[config.mk]
export PLATFORM = sky130hd
export DESIGN_NAME = uart_tx
export DESIGN_NICKNAME = d
export VERILOG_FILES = /design/src/rtl/uart_tx.sv
export SDC_FILE = /design/constraint.sdc
export NUM_CORES = 1
export LEC_CHECK = 0
export ABC_CLOCK_PERIOD_IN_PS = 2300
export BUFFER_PORTS_ARGS = -buffer_cell sky130_fd_sc_hd__buf_4
export CAP_MARGIN = 10
export CORE_MARGIN = 10
export CORE_UTILIZATION = 51
export DETAILED_ROUTE_END_ITERATION = 8
export MAX_ROUTING_LAYER = met4
export PLACE_DENSITY = 0.69
export RECOVER_POWER = 100
export SYNTH_ARGS = -nofsm -noshare
export SYNTH_HDL_FRONTEND = slang
export SYNTH_SLANG_ARGS = --single-unit
[constraint.sdc]
create_clock -name clk -period 2.3 [get_ports clk]
set_clock_uncertainty 0.1 [all_clocks]
set_input_delay 0.115 -clock clk [delete_from_list [all_inputs] [get_ports clk]]
set_output_delay 0.115 -clock clk [all_outputs]
set_load 0.02 [all_outputs]
[src/rtl/uart_tx.sv]
// uart_tx: 8-bit UART transmitter, optional even parity bit when UART_TX_PARITY_EN is defined
module uart_tx #(
  parameter int CLKS_PER_BIT = 16
) (
  input  logic       clk,
  input  logic       reset,
  input  logic [7:0] tx_data,
  input  logic       tx_valid,
  output logic       tx_ready,
  output logic       tx,
  output logic       busy,
  output logic       tx_done
);
`ifdef UART_TX_PARITY_EN
  typedef enum logic [2:0] {IDLE, START, DATA, PARITY, STOP} state_t;
`else
  typedef enum logic [2:0] {IDLE, START, DATA, STOP} state_t;
`endif
  localparam logic [15:0] LAST = 16'(CLKS_PER_BIT - 1);
  state_t      state;
  logic [15:0] baud;
  logic [2:0]  idx;
  logic [7:0]  sh;
  logic        bit_end;
  assign bit_end = baud == LAST;
  // frame sequencer: each state holds its bit for one baud period, outputs registered
  always_ff @(posedge clk) begin
    if (reset) begin
      state    <= IDLE;
      tx       <= 1'b1;
      tx_ready <= 1'b1;
      busy     <= 1'b0;
      tx_done  <= 1'b0;
      baud     <= '0;
      idx      <= '0;
      sh       <= '0;
    end else begin
      tx_done <= 1'b0;
      baud    <= bit_end ? '0 : baud + 16'd1;
      case (state)
        IDLE: begin
          baud <= '0;
          if (tx_valid && tx_ready) begin
            sh       <= tx_data;
            state    <= START;
            tx       <= 1'b0;
            tx_ready <= 1'b0;
            busy     <= 1'b1;
          end
        end
        START: if (bit_end) begin
          state <= DATA;
          tx    <= sh[0];
        end
        DATA: if (bit_end) begin
          idx <= idx + 3'd1;
          if (idx == 3'd7) begin
`ifdef UART_TX_PARITY_EN
            state <= PARITY;
            tx    <= ^sh;
`else
            state <= STOP;
            tx    <= 1'b1;
`endif
          end else
            tx <= sh[idx + 3'd1];
        end
`ifdef UART_TX_PARITY_EN
        PARITY: if (bit_end) begin
          state <= STOP;
          tx    <= 1'b1;
        end
`endif
        STOP: if (bit_end) begin
          state    <= IDLE;
          tx_ready <= 1'b1;
          busy     <= 1'b0;
          tx_done  <= 1'b1;
        end
        default: state <= IDLE;
      endcase
    end
  end
endmodule

# Word level (Yosys, flattened, before mapping)
# Cells that the tools add are included.
# totals
reg_bits	34
out_inout_bits	4
word_cells	52
# op_classes
addsub	2
magnitude_cmp	1
eq_ne	10
muxes	19
bitwise_logic	1
n_reduce_logical	11
# op_table
op	n
$add A16 B1 Y16 const B	1
$eq A16 B4 Y1 const B	1
$mux W3	5
$pmux W3 S4	1
$ne A2 B2 Y1 const B	5
$mux W1	9
$eq A3 B2 Y1 const B	2
$reduce_and A5 Y1	1
$lt A3 B4 Y1 const B	1
$pmux W1 S2	2
$reduce_and A2 Y1	2
$reduce_and A4 Y1	1
$add A3 B1 Y3 const B	1
$bmux W1 S3	1
$eq A3 B1 Y1 const B	1
$eq A3 B3 Y1 const B	1
$logic_not A3 Y1	1
$pmux W1 S3	1
$reduce_and A3 Y1	1
$reduce_bool A3 Y1	1
$reduce_or A3 Y1	1
$reduce_bool A2 Y1	1
$reduce_or A2 Y1	1
$logic_and A1 B1 Y1	1
$not A1 Y1	1

# Depth between registers and ports, before layout
# logic_depth
depth_word	6
depth_mapped	8

# Worst setup path before layout
# No wires, ideal clock.
# synth_timing
path_kind	reg2reg
start	register idx[0]
end	register tx
setup_time_ns	0.122
arrival_time_ns	1.937
t_required_ns	2.078
slack_ns	0.140
path_stages_with_launch	7
n_path_buf	0
cell_sequence	dfxtp_1 > ha_1 > mux4_1 > mux2_4 > o21ai_2 > a221oi_1 > a311o_1
# synth_between
elab_chain_len	6
word_cells_on_any_way	7
cone_classes	add/sub (1); eq/ne (1); mux (5)
# synth_rtl
element	line_no	rtl
start, declared	22	logic [2:0] idx;
start signal, assigned	56	idx <= idx + 3'd1;
$add A3 B1 Y3	66	tx <= sh[idx + 3'd1];
$bmux W1 S3	66	
$mux W1 (not written as such)	66	
$mux W1 *	57	if (idx == 3'd7) begin
$mux W1 *	55	DATA: if (bit_end) begin
$pmux W1 S3 *	40	case (state)
end signal, assigned	53	tx <= sh[0];
end signal, assigned	66	
end, declared	10	output logic tx,
# Every way passes the cells marked *; elsewhere a longest branch is shown, timed or not. The select of a mux whose other input is x is not followed.
# A chain may end at the register's enable or synchronous reset.

# Final worst setup path
# Ends and elaborated chain as after synthesis.

==> impl_metrics.ini <==
[outcome]
status = complete, no violations

[yosys]
yosys.area_share.xor_xnor_pct = 8.750
synth_area_leader_cell = dfxtp_1
ys_warn_count = 0
synth_commonest_cells = dfxtp_1 (33), nand2_1 (28), nor2_1 (26), a21oi_1 (15), nand3_1 (12)
syn-cell-area_sq_mm = 0.001501
synthTopCellsByArea = dfxtp_1 (44%), nand2_1 (7.0%), nor2_1 (6.5%)
ys_seq_area_share_pct = 44.00
synth_nets = 194
synth_cell_types = 28
synth.most_common_cell = dfxtp_1
synth_edf_count = 0
synth_fa_ha_area_share_pct = 5.833
synth_compound_area_share_pct = 9.250
async_flop_share_pct = 0
ys_seq_elements = 33
netlist.area_leader.share_pct = 44.00
synth_top_family_by_area = simple AND/OR/NAND/NOR gates
synthSimpleGateAreaFrac_pct = 23.92
synthMuxAreaShare_pct = 4.500
syn_area_per_cell_sq_um = 8.531
syn-instance-count = 176
synth_ff_type = dfxtp_1

[critical_path]
start_kind = flip-flop
required_ns = 2.44
reg2reg_slack_ns = 0.12
critPathMaxFanout = 4
path_class = flip-flop to flip-flop
worstRegToRegCells = 6
worstSetupEndpointType = flip-flop
worstPathArrival_ns = 2.32

[sta]
tightest_slew_ns = 0.3396
slew_violations = 0
fmax_mhz = 458.4
fin_setup_tns_ns = 0
max_slew_margin_pct = 77.30
timing.hold.ws_ns = 0.04613
layout_setup_ws_ns = 0.1184
hold_viol = 0
setup_viol = 0
grt_setup_unrepaired = false
min_period_ns = 2.182
fin_crit_sh_pct = 94.85

[place]
io_buffers = 14
dp.cells = 216
dp_hpwl_um = 2005
finalWeightedCongestion = 0.8150
place_ws_ns = 0.03691

[route]
totalWireLength_um = 3193
ant_nets = 0
drt-pass1-iter-count = 4
drc = 0
vias = 1287
viasPerCell = 5.340
wl_per_cell_um = 13.25
drt_iter0_markers = 103

[hold_path]
min_path_cells = 4
hp-class = primary input to flip-flop

[floorplanning]
rows = 19
fp.dieW_um = 74.26
fp.dieH_um = 74.26
dieArea_sq_mm = 0.005515
num_io_pins = 15
core_area_sq_mm = 0.002781
start_util_pct = 53.98

[global_routing]
use_met1_pct = 14.85
grt_pass1_vias = 1235
grt_pass1_wl_um = 5347
antenna_found_initial = 0
grt_start_max_net_pins = 18
use_met2_pct = 18.84
grt_use_total_pct = 12.77
use_met3_pct = 5.186
overflow = 0
grt-busiest-layer = met2

[power]
powerDensity_mw_per_mm2 = 782.1
vdd_ir_drop_max_uv = 624.7
power.leakage_uw = 0.0007497

[final_layout]
nets = 227
diodes = 0
num-fill-cells = 234
drive_gt1_share_pct = 11.43
fin_util_pct = 67.03
instances_no_fill = 241
syn_to_final_growth_pct = 24.17

[cts]
cts_buffer_depth = 2
path_clk_slew_ns = 0.10
clkLatencyLatePin_ns = 0.34
postCtsSetupBuffers = 0
htreeDepth = 2
cts_made_buffers = 5
root_buffer = clkbuf_4
cts.sinks = 33
cts_tree = yes

[flow_run]
drv_cap = 0
layout make-up:
class | count | area [sq um] | area share, %
Multi-Input combinational cell | 129 | 798.3 | 42.82
Inverter | 8 | 30.03 | 1.611
Sequential cell | 33 | 661.9 | 35.50
Timing Repair Buffer | 32 | 265.3 | 14.23
Clock buffer | 7 | 65.06 | 3.490
Tap cell | 31 | 38.79 | 2.081
Clock inverter | 1 | 5.005 | 0.2685
placed cells by master, fill, tap and decap left out, types with 2 or more instances in the layout:
master,synthesis,final
ha_1,7,6
nor4_1,3,3
nor2_1,26,26
xor2_1,10,10
clkbuf_4,0,5
mux4_1,2,2
clkbuf_1,2,4
nand2_1,28,28
and3_1,5,4
nand3_1,12,12
dfxtp_1,33,32
xnor2_1,5,5
dlygate4sd3_1,0,17
inv_1,8,8
buf_4,0,10
clkbuf_8,0,2
a21oi_1,15,15
nand4_1,3,3
flip-flops by register name (all words and copies together) (netlist names):
signal	cells
state	2
idx	3
tx_done	1
tx_ready	1
tx	1
sh	8
busy	1
baud	16
critical path, cell delays in order, from the launching register on:
cell and delay [ns]:
dfxtp_2 0.37, ha_4 0.28, mux4_1 0.54, mux2_4 0.28, o21ai_2 0.10, a221oi_1 0.09
a311o_1 0.32
timing repair:
item                       in CTS  in global routing
resized for setup               0                  3
hold endpoints to repair       13                  0
hold buffers                   17                  0
setup endpoints to repair       0                  6
cells by family (layout without fill, tap and decap cells):
logic type / after synthesis / count (layout)
and+or+nand+nor: 81 / 81
DFF: 33 / 33
AOI/OAI and AO/OA: 23 / 23
xor gates and xnor gates: 15 / 15
buffers and inverters: 14 / 48
adders and majority gates: 7 / 7
muxes: 3 / 3
where the power goes:
group / switching (uW) / total [uW] / internal (uW)
Clock: 197 / 374 / 177
Combinational: 237 / 410 / 172
Sequential: 44.5 / 675 / 630
layer usage:
layer | up-vias | part of all wire [%]
met3 | 7 | 5.0
met1 | 592 | 48
met4 | 0 | 2.0
met2 | 26 | 45
met5 | - | 0
li1 | 662 | -
path summary, 6_finish.rpt:
kind / to / startpoint
hold reg to reg: baud[0] / baud[0]
setup reg to reg: tx / idx[0]
setup / recovery: tx / idx[0]
hold / removal: tx_ready / tx_valid
metrics by stage:
step	total power, uW	area (sq um)
6_report	1458	1864
5_1_grt	1558	1864
3_5_place_dp	1064	1627
2_1_floorplan	961.0	1501
3_3_place_gp	1051	1627
4_1_cts	1475	1867
Power figures use the tool's default switching activity.
